## src/rtl/adat_frame_builder_if.sv

```systemverilog
// Producer-side bus of the ADAT frame builder: sample write/commit port plus
// the serial frame outputs that feed the NRZI encoder.
interface adat_frame_builder_if;
    logic        wr_en;
    logic [2:0]  wr_ch;
    logic [23:0] wr_data;
    logic [3:0]  user_in;
    logic        commit;
    logic        out;
    logic        frame_start;
    logic        underrun;
    logic        overrun;

    modport master (
        output wr_en, wr_ch, wr_data, user_in, commit,
        input  out, frame_start, underrun, overrun
    );

    modport slave (
        input  wr_en, wr_ch, wr_data, user_in, commit,
        output out, frame_start, underrun, overrun
    );
endinterface

```

## src/rtl/adat_frame_builder.sv

```systemverilog
// Triple-buffered (shadow -> pending -> active) ADAT frame builder; emits one
// raw pre-NRZI frame bit per bit-clock cycle.
module adat_frame_builder (
    input  logic                  clk,
    input  logic                  rst_n,
    adat_frame_builder_if.slave   bus
);
    typedef struct packed {
        logic [7:0][23:0] ch;
        logic [3:0]       user;
    } bank_t;

    logic [7:0][23:0] shadow_q, shadow_d;
    bank_t            pend_q, pend_d;
    bank_t            act_q, act_d;
    logic             pend_valid_q, pend_valid_d;
    logic [7:0]       cnt_q, cnt_d;
    logic             out_q, out_d;
    logic             frame_start_q, frame_start_d;
    logic             underrun_q, underrun_d;
    logic             overrun_q, overrun_d;
    logic             boundary;
    logic [255:0]     frame;

    // Static frame image of the active bank; frame[i] is wire bit i.
    assign frame[9:0] = '0;
    assign frame[10]  = 1'b1;

    for (genvar k = 0; k < 49; k++) begin : g_grp
        logic [3:0] nib;
        if (k == 0) begin : g_user
            assign nib = act_q.user;
        end else begin : g_chan
            assign nib = act_q.ch[(k-1)/6][23-4*((k-1)%6) -: 4];
        end
        for (genvar m = 0; m < 4; m++) begin : g_bit
            assign frame[11+5*k+m] = nib[3-m];
        end
        assign frame[15+5*k] = 1'b1;
    end

    assign boundary = (cnt_q == 8'd0);

    always_comb begin
        shadow_d      = shadow_q;
        pend_d        = pend_q;
        pend_valid_d  = pend_valid_q;
        act_d         = act_q;
        underrun_d    = 1'b0;
        overrun_d     = 1'b0;
        out_d         = frame[cnt_q];
        frame_start_d = boundary;
        cnt_d         = cnt_q + 8'd1;

        if (bus.wr_en) shadow_d[bus.wr_ch] = bus.wr_data;

        // Load happens before a same-edge commit, so the boundary takes the old pending bank.
        if (boundary) begin
            if (pend_valid_q) begin
                act_d        = pend_q;
                pend_valid_d = 1'b0;
            end else begin
                underrun_d   = 1'b1;
            end
        end

        // Commit copies the pre-write shadow; a same-edge write lands afterwards.
        if (bus.commit) begin
            pend_d.ch    = shadow_q;
            pend_d.user  = bus.user_in;
            pend_valid_d = 1'b1;
            if (pend_valid_q && !boundary) overrun_d = 1'b1;
        end
    end

    always_ff @(posedge clk or negedge rst_n) begin
        if (!rst_n) begin
            shadow_q      <= '0;
            pend_q        <= '0;
            act_q         <= '0;
            pend_valid_q  <= 1'b0;
            cnt_q         <= '0;
            out_q         <= 1'b0;
            frame_start_q <= 1'b0;
            underrun_q    <= 1'b0;
            overrun_q     <= 1'b0;
        end else begin
            shadow_q      <= shadow_d;
            pend_q        <= pend_d;
            act_q         <= act_d;
            pend_valid_q  <= pend_valid_d;
            cnt_q         <= cnt_d;
            out_q         <= out_d;
            frame_start_q <= frame_start_d;
            underrun_q    <= underrun_d;
            overrun_q     <= overrun_d;
        end
    end

    assign bus.out         = out_q;
    assign bus.frame_start = frame_start_q;
    assign bus.underrun    = underrun_q;
    assign bus.overrun     = overrun_q;
endmodule

```

## src/flat_wrapper.sv

```systemverilog
// flat-port wrapper written by rule: the top's interface ports become plain ports
module adat_frame_builder_flat 
  (clk, rst_n, bus_wr_en, bus_wr_ch, bus_wr_data, bus_user_in, bus_commit, bus_out, bus_frame_start, bus_underrun, bus_overrun);
  adat_frame_builder_if bus_i ();
  input  logic clk;
  input  logic rst_n;
  input wire logic [$bits(bus_i.wr_en)-1:0] bus_wr_en;
  input wire logic [$bits(bus_i.wr_ch)-1:0] bus_wr_ch;
  input wire logic [$bits(bus_i.wr_data)-1:0] bus_wr_data;
  input wire logic [$bits(bus_i.user_in)-1:0] bus_user_in;
  input wire logic [$bits(bus_i.commit)-1:0] bus_commit;
  output wire logic [$bits(bus_i.out)-1:0] bus_out;
  output wire logic [$bits(bus_i.frame_start)-1:0] bus_frame_start;
  output wire logic [$bits(bus_i.underrun)-1:0] bus_underrun;
  output wire logic [$bits(bus_i.overrun)-1:0] bus_overrun;
  assign bus_i.wr_en = bus_wr_en;
  assign bus_i.wr_ch = bus_wr_ch;
  assign bus_i.wr_data = bus_wr_data;
  assign bus_i.user_in = bus_user_in;
  assign bus_i.commit = bus_commit;
  assign bus_out = bus_i.out;
  assign bus_frame_start = bus_i.frame_start;
  assign bus_underrun = bus_i.underrun;
  assign bus_overrun = bus_i.overrun;
  adat_frame_builder u_core (.clk(clk), .rst_n(rst_n), .bus(bus_i));
endmodule
```

## config.mk

```make
export PLATFORM = sky130hd
export DESIGN_NAME = adat_frame_builder_flat
export DESIGN_NICKNAME = d
export VERILOG_FILES = /design/src/rtl/adat_frame_builder_if.sv /design/src/rtl/adat_frame_builder.sv /design/src/flat_wrapper.sv
export SDC_FILE = /design/constraint.sdc
export NUM_CORES = 1
export LEC_CHECK = 0
export ABC_AREA = 1
export CORE_UTILIZATION = 42
export DETAILED_ROUTE_END_ITERATION = 8
export SYNTH_ARGS = -nofsm -noshare
export SYNTH_HDL_FRONTEND = slang
export SYNTH_SLANG_ARGS = --single-unit
```

## constraint.sdc

```tcl
create_clock -name clk -period 2.6 [get_ports clk]
set_clock_uncertainty 0.15 [all_clocks]
set_input_delay 0.52 -clock clk [delete_from_list [all_inputs] [get_ports clk]]
set_output_delay 0.52 -clock clk [all_outputs]
set_load 0.02 [all_outputs]
```

**After elaboration in Yosys (flattened, before gate mapping)**

Cells that the tools add are included.

- Add/sub/neg operators: 1
- Reduce and logical (&&, ||, !) cells: 6
- Order comparisons: 3
- Mux-type cells: 11

Operators by type and width:

| kind | count |
|---|---|
| 192-bit bitwise mux | 1 |
| 24-bit demux with 3-bit select | 1 |
| 24-bit two-way mux | 1 |
| 8-bit by 9-bit < comparator with 1-bit output, second input constant | 1 |
| 8-bit by 1-bit adder with 8-bit output, second input constant | 1 |
| 1-bit binary-select mux with 8-bit select | 1 |
| 8-bit zero test | 1 |
| 1-bit two-way mux | 7 |
| 3-bit by 4-bit < comparator with 1-bit output, second input constant | 1 |
| 3-bit by 1-bit >= comparator with 1-bit output, second input constant | 1 |
| 1-bit logical AND | 2 |
| 2-bit AND reduction | 1 |
| 2-bit nonzero test | 1 |
| 1-bit zero test | 1 |

- Word-level logic and storage cells: 53
- Output and inout bits: 4
- Register bits after elaboration: 597

**Depth between registers and ports, before layout**

Gate-level depths: netlist of run 1.

- Depth in word-level cells: 5
- Depth in mapped cells: 15

**Worst setup path after synthesis of run 1**

OpenSTA, ideal clock, no wires.

- Path kind: reg-to-reg
- Start point: reg u_core.cnt_q[0]
- End point: reg u_core.act_q[100] (netlist bit)
- Setup slack: 0.536 ns
- Data required time: 2.333 ns
- Library setup time: 0.117 ns
- Stages on the path, launching flop included: 11
- Arrival: 1.796 ns
- Period minus slack after synthesis: 2.064 ns
- Cells stage by stage: dfrtp_1 -> inv_2 -> clkbuf_1 -> ha_1 -> nand3_1 -> nor3_4 -> nand2_2 -> buf_6 -> buf_6 -> nand2_1 -> o21ai_2

- Longest elaborated chain between the ends: 2

RTL lines:

| item | RTL line | source |
|---|---|---|
| start: declaration | adat_frame_builder.sv:17 | `logic [7:0] cnt_q, cnt_d;` |
| start signal: assignment | adat_frame_builder.sv:92 | `cnt_q <= cnt_d;` |
| 8-bit zero test | adat_frame_builder.sv:42 | `assign boundary = (cnt_q == 8'd0);` |
| net u_core.boundary | adat_frame_builder.sv:22 | `logic boundary;` |
| 2-bit AND reduction (no source line) | -- |  |
| end signal: assignment | adat_frame_builder.sv:90 | `act_q <= act_d;` |
| end: declaration | adat_frame_builder.sv:15 | `bank_t act_q, act_d;` |

The timed path passes the listed nets, and every way through them passes these cells.
A chain may end at the register's enable or synchronous reset.

**Worst setup path after layout of run 1**

- Start point: reg u_core.cnt_q[0]
- End point: reg u_core.act_q[179] (netlist bit)

The elaborated chain is that of the path after synthesis.

==> results of run 1 <==
==> final cells by class <==
class,count,area (µm²)
clock buffer,95,1834
clock inverter,12,152.6
fill,5384,29170
inverter,277,1040
multi-input combinational,1637,7425
sequential,597,14940
tap,756,945.9
timing repair buffer,111,1316
==> placed cells by master, fill, tap and decap left out, types with 2 or more instances in the layout <==
cell type,netlist,routed
a21oi_1,42,42
buf_12,0,30
buf_4,7,42
buf_8,0,2
bufinv_16,0,3
clkbuf_1,89,16
clkbuf_16,0,61
clkbuf_8,0,18
clkdlybuf4s50_1,0,36
clkinv_2,0,7
dfrtp_1,597,596
ha_1,2,2
inv_1,271,271
inv_2,6,6
nand2_1,780,774
nand2_2,3,8
nand3_1,72,71
nor2_1,111,111
nor3_1,3,2
o211ai_1,5,5
o21ai_0,409,409
o21ai_1,140,140
o21ai_2,57,57
xor2_1,6,6
==> power groups by stage <==
stage	clock network (mW)	registers, mW	logic [mW]
floorplan	0	11.1	1.34
global placement	0	11.2	1.96
detailed placement	0	11.2	2.05
CTS	8.84	11.1	2.07
global route	9.21	11.2	2.40
finish	8.65	11.1	2.02
==> flip-flops by register name (all words and copies together) (netlist names) <==
signal                  cells
u_core.bus.overrun          1
u_core.bus.out              1
u_core.pend_q             196
u_core.act_q              192
u_core.cnt_q                8
u_core.bus.underrun         1
u_core.bus.frame_start      1
u_core.pend_valid_q         1
u_core.g_grp.nib            4
u_core.shadow_q           192
==> through the flow <==
step | cell area (µm²) | total power [mW] | hold slack (ns) | utilization [%]
2_1_floorplan | 24340 | 12.43 | 0.07441 | -
3_3_place_gp | 25660 | 13.16 | 0.3123 | 45.15
3_5_place_dp | 25660 | 13.30 | 0.3148 | 45.15
4_1_cts | 27650 | 21.99 | 0.1547 | 48.67
5_1_grt | 27650 | 22.83 | 0.1940 | 48.67
6_report | 27650 | 21.77 | 0.1820 | 48.67
==> routing by layer <==
layer / part of all wire [%] / track usage (%) / up-vias
li1: - / - / 8463
met1: 48 / 30.26 / 8492
met2: 46 / 33.04 / 315
met3: 4.7 / 3.306 / 63
met4: 1.7 / 4.976 / 0
met5: 0 / 0 / -
==> kinds of logic after synthesis <==
family | after synthesis | share of synthesized area (%)
and+or+nand+nor | 974 | 15.60
buffers and inverters | 437 | 8.295
DFF | 597 | 61.37
xor gates and xnor gates | 6 | 0.2159
adders and majority gates | 2 | 0.1028
AOI/OAI and AO/OA | 655 | 14.42
==> worst max-delay path by stage <==
| stage | slack (ns) | end | start |
|---|---|---|---|
| floorplan | 0.54 | u_core.act_q[100] | u_core.cnt_q[0] |
| global placement | 0.20 | u_core.bus.out | u_core.cnt_q[0] |
| detailed placement | 0.20 | u_core.act_q[179] | u_core.cnt_q[0] |
| CTS | 0.18 | u_core.act_q[179] | u_core.cnt_q[0] |
| global route | 0.05 | u_core.bus.out | u_core.cnt_q[0] |
| finish | 0.17 | u_core.act_q[179] | u_core.cnt_q[0] |
==> worst max-delay path: cells and delay by family (launching register included) <==
family,cells,cell delay [ns]
flops,1,0.44
compound gates,1,0.07
fa+ha+maj,1,0.24
simple gates,4,0.79
buf+inv,2,0.57
==> Yosys cell counts (18+ instances only) <==
master / number
a21oi_1: 42
buf_2: 18
buf_6: 44
clkbuf_1: 89
dfrtp_1: 597
inv_1: 271
nand2_1: 780
nand3_1: 72
nor2_1: 111
o21ai_0: 409
o21ai_1: 140
o21ai_2: 57
==> repair_timing <==
| action | in CTS | in global routing |
|---|---|---|
| setup endpoints to repair | 0 | 0 |
| hold buffers | 1 | 0 |
| endpoints found under the hold margin | 40 | 0 |
==> flow_metrics.tcl, run 1 <==
set metrics [dict create \
    dominantRegCellSynth "dfrtp_1" \
    clk_pin_slew_worst_paths_ns 0.06 \
    core_area_um2 56820 \
    hold_viol_final 0 \
    finalNetCount 2720 \
    cts-root-buf "clkbuf_16" \
    cts_sinks 597 \
    setup.worst_path.end_class "flop" \
    yosysWarningCount 0 \
    grt_pass1_wl_mm 97.44 \
    drive_above_1_share_pct 8.904 \
    gr-total-overflow 0 \
    ctsResizeCount 0 \
    fin_crit_ns 2.426 \
    avgRoutedWirePerCell_um 17.16 \
    swShare_pct 24.80 \
    ys_ff_latch 597 \
    crit_slowest_cell "dfrtp_2" \
    p_int_mw 16.37 \
    grtUsageTotal_pct 20.93 \
    async_flop_share_pct 100.0 \
    numCtsBuffers 59 \
    area_growth_pct 13.59 \
    synth_fp_nets 2708 \
    p_switching_mw 5.398 \
    hp-start "bus_commit" \
    period_share_pct 93.31 \
    placement.io_buffers 38 \
    drc_errors 0 \
    die_h_um 242.8 \
    finalSetupViolations 0 \
    ys_types 27 \
    place_ws_ns 0.1993 \
    avgSynthCellArea_um2 9.114 \
    final_max_slew_viol_count 0 \
    synth_top_area_cell "dfrtp_1" \
    path_class "flop to flop" \
    max_freq_mhz 412.2 \
    rsz0062_at_grt "no" \
    layout_setup_ws_ns 0.1741 \
    syn_inst 2671 \
    synth_top_cell_area_share_pct 61.37 \
    grt_max_degree 82 \
    power.static_leakage_nw 13.42 \
    cts_tree "built" \
    synthTopCellsByArea "dfrtp_1 (61%), nand2_1 (12%), o21ai_0 (8.4%)" \
    cpPeakStageDelay_ns 0.44 \
    tightest_slew_ns 0.6944 \
    die-area_um2 58930 \
    synth_edf_count 0 \
    initial_core_util_pct 42.84 \
    seqPwrFrac_pct 51.0 \
    tns_ns 0 \
    holdPathEnd "u_core.pend_q[166]" \
    reg2reg_depth 8 \
    yosysSeqAreaShare_pct 61.37 \
    wirelength_mm 59.82 \
    vias 17333 \
    power.share.clock_pct 39.8 \
    dp_cells 3377 \
    first_global_vias 17259 \
    io_pins 39 \
    hold_depth 3 \
    regToRegEndpoint "u_core.act_q[179]" \
    path_cells "inv_2 > ha_1 > nand3_1 > nor3_4 > nand2_8 > buf_12 > nand2_1 > o21ai_1" \
    power_density_nw_per_um2 787.1 \
    antenna_found_initial 0 \
    cap_violations 0 \
    crit-reg2reg-launch "u_core.cnt_q[0]" \
    stdcell_count 3485 \
    slew_headroom_pct 53.71 \
    die_w_um 242.8 \
    htree_levels 2 \
    r2r_slack_ns 0.17 \
    required_ns 2.94 \
    drtIter0Drc 1351 \
    power_frac_comb_pct 9.3 \
    irDropWorstVdd_v 0.0004897 \
    clock_path_buffers 3 \
    cp-start-kind "flop" \
    std_cell_rows 87 \
    n_antenna_cell 0 \
    dp_hpwl_mm 37.51 \
    vias_per_cell 4.974 \
    dr.pass1.iters 5 \
    worstPathMaxFanout 76 \
    post-cts-setup-buffers 0 \
    drtAntennaViolNets 0 \
    netlist_area_um2 24340 \
    cp.arrival_ns 2.76 \
    gp_congestion 0.8379 \
    status "complete, no violations" \
    hold_class "input port to flop" \
    clock_latency_ns 0.63 \
]
Power figures use the tool's default switching activity.
==> run 2, diff against run 1 <==
--- a/config.mk
+++ b/config.mk
@@ -7,6 +7,7 @@
 export LEC_CHECK = 0
 export ABC_AREA = 1
 export CORE_UTILIZATION = 42
+export CTS_CLUSTER_SIZE = 25
 export DETAILED_ROUTE_END_ITERATION = 8
 export SYNTH_ARGS = -nofsm -noshare
 export SYNTH_HDL_FRONTEND = slang
==> constraint.sdc (replaced) <==
create_clock -name clk -period 2.6 [get_ports clk]
set_clock_uncertainty 0.15 [all_clocks]
set_input_delay 0.65 -clock clk [delete_from_list [all_inputs] [get_ports clk]]
set_output_delay 0.65 -clock clk [all_outputs]
set_load 0.02 [all_outputs]
==> run 2 against run 1 <==
Utilization up 0.15 points. Final area up 0.31%. Critical path depth down 7. Global-route usage down 0.099 points. Setup slack worse by 0.093 ns. Sequential power about the same. Final cell count up 0.23%. Power up 0.75%. First-iteration DRC count up 20%. Register-to-register slack worse by 0.05 ns. Hold slack better by 0.11 ns. Critical endpoint is now bus_out. Largest cell class unchanged.
==> flow_metrics.tcl, run 2 (same netlist as run 1, synthesis figures left out) <==
set metrics [dict create \
    drtIter0Drc 1622 \
    hold_viol_final 0 \
    layout_common_cells "nand2_1 (774), dfrtp_1 (596), o21ai_0 (409)" \
    antenna_found_initial 2 \
    power.static_leakage_nw 13.48 \
    area_growth_pct 13.95 \
    cts_tree "built" \
    clk_pin_slew_worst_paths_ns 0.06 \
    finalSetupViolations 0 \
    fin_crit_ns 2.518 \
    path_class "flop to primary output" \
    seqPwrFrac_pct 50.6 \
    dp_cells 3388 \
    cpPeakStageDelay_ns 0.64 \
    hold_class "input port to flop" \
    holdPathEnd "u_core.pend_q[94]" \
    path_cells "clkdlybuf4s50_1" \
    dr.pass1.iters 5 \
    status "complete, no violations" \
    irDropWorstVdd_v 0.0006048 \
    tightest_slew_ns 0.6136 \
    slew_headroom_pct 59.09 \
    core_area_um2 56820 \
    ctsResizeCount 0 \
    tns_ns 0 \
    place_ws_ns 0.1919 \
    placement.io_buffers 38 \
    vias_per_cell 5.023 \
    cpLargestDelayFamily "buffers and inverters" \
    dp_hpwl_mm 38.19 \
    reg2reg_depth 13 \
    vias 17547 \
    ctsHoldBuffers 1 \
    drc_errors 0 \
    finalNetCount 2731 \
    r2r_slack_ns 0.12 \
    crit-reg2reg-launch "u_core.cnt_q[1]" \
    grt_max_degree 108 \
    max_flop_register "u_core.pend_q" \
    cts-root-buf "clkbuf_16" \
    max_freq_mhz 397.1 \
    cp-start-kind "flop" \
    regToRegEndpoint "u_core.bus.out" \
    fillCellCount 5402 \
    final_area_um2 27740 \
    power.total_mw 21.93 \
    io_pins 39 \
    setup.worst_path.end_class "primary output" \
    required_ns 1.80 \
    htree_levels 2 \
    cp.arrival_ns 1.72 \
    final_max_slew_viol_count 0 \
    path_buf_inv 1 \
    power.share.clock_pct 40.2 \
    wirelength_mm 60.33 \
    numCtsBuffers 59 \
    drive_above_1_share_pct 9.280 \
    largest_reg_flops 196 \
    cts_sinks 597 \
    worstPathMaxFanout 1 \
    first_global_vias 17160 \
    postPlaceCellArea_um2 25710 \
    power_density_nw_per_um2 790.6 \
    period_share_pct 96.86 \
    std_cell_rows 87 \
    power_frac_comb_pct 9.2 \
    clock_latency_ns 0.62 \
    gp_congestion 0.9041 \
    die-area_um2 58930 \
    hp-start "bus_commit" \
    final_common_cell "nand2_1" \
    gr-total-overflow 0 \
    p_int_mw 16.54 \
    initial_core_util_pct 42.84 \
    top_regs "u_core.pend_q x196, u_core.act_q x192, u_core.shadow_q x192" \
    die_h_um 242.8 \
    swShare_pct 24.58 \
    stdcell_count 3493 \
    p_switching_mw 5.391 \
    rsz0062_at_grt "no" \
    avgRoutedWirePerCell_um 17.27 \
    crit_slowest_cell "clkdlybuf4s50_1" \
    clock_path_buffers 3 \
    grt_pass1_wl_mm 96.94 \
    n_antenna_cell 0 \
    layout_setup_ws_ns 0.08154 \
    drtAntennaViolNets 0 \
    die_w_um 242.8 \
    hold_depth 3 \
    cap_violations 0 \
    grtUsageTotal_pct 20.83 \
    post-cts-setup-buffers 0 \
]
-- run 2: cell types whose count changed in the layout (fill, tap and decap cells not counted), moves of 2 or more --
cell / change
buf_4: +13
bufinv_16: +3
clkbuf_1: -3
buf_12: -2
clkbuf_8: -2
clkinv_2: -2
-- run 2: per-layer routing --
metal / track usage, % / wire length [µm] / vias up
li1: - / - / 8508
met1: 29.71 / 28160 / 8571
met2: 33.06 / 27740 / 376
met3: 2.820 / 2865 / 92
met4: 6.382 / 1552 / 0
met5: 0 / 0 / -
-- run 2: how the worst max path moves through the flow --
stage	startpoint	endpoint	cells after the start
global placement	u_core.cnt_q[1]	u_core.bus.out	13
CTS	u_core.bus.out	bus_out	1
global route	u_core.cnt_q[1]	u_core.bus.out	13
floorplan	u_core.cnt_q[0]	u_core.act_q[100]	10
finish	u_core.bus.out	bus_out	1
detailed placement	u_core.cnt_q[1]	u_core.bus.out	13
-- run 2: cell type report --
cell class              count  area (µm²)  area share, %
inverters                 277        1040          3.748
well taps                 756       945.9          3.410
multi-input cells        1637        7425          26.76
flip-flops and latches    597       14940          53.86
repair buffers            122        1374          4.952
clock inverters            15       245.2         0.8840
clock buffers              89        1770          6.382
-- run 2: power groups by stage --
stage	logic (mW)	registers (mW)	clock network (mW)
2_1_floorplan	1.34	11.1	0
3_3_place_gp	1.96	11.2	0
3_5_place_dp	2.06	11.2	0
4_1_cts	2.07	11.1	8.99
5_1_grt	2.41	11.2	9.34
6_report	2.03	11.1	8.81
-- run 2: per-stage QoR --
step	util [%]	hold slack, ns
floorplan	-	0.2044
global placement	45.25	0.3090
finish	48.82	0.2967
global route	48.82	0.3278
CTS	48.82	0.2856
detailed placement	45.25	0.3144
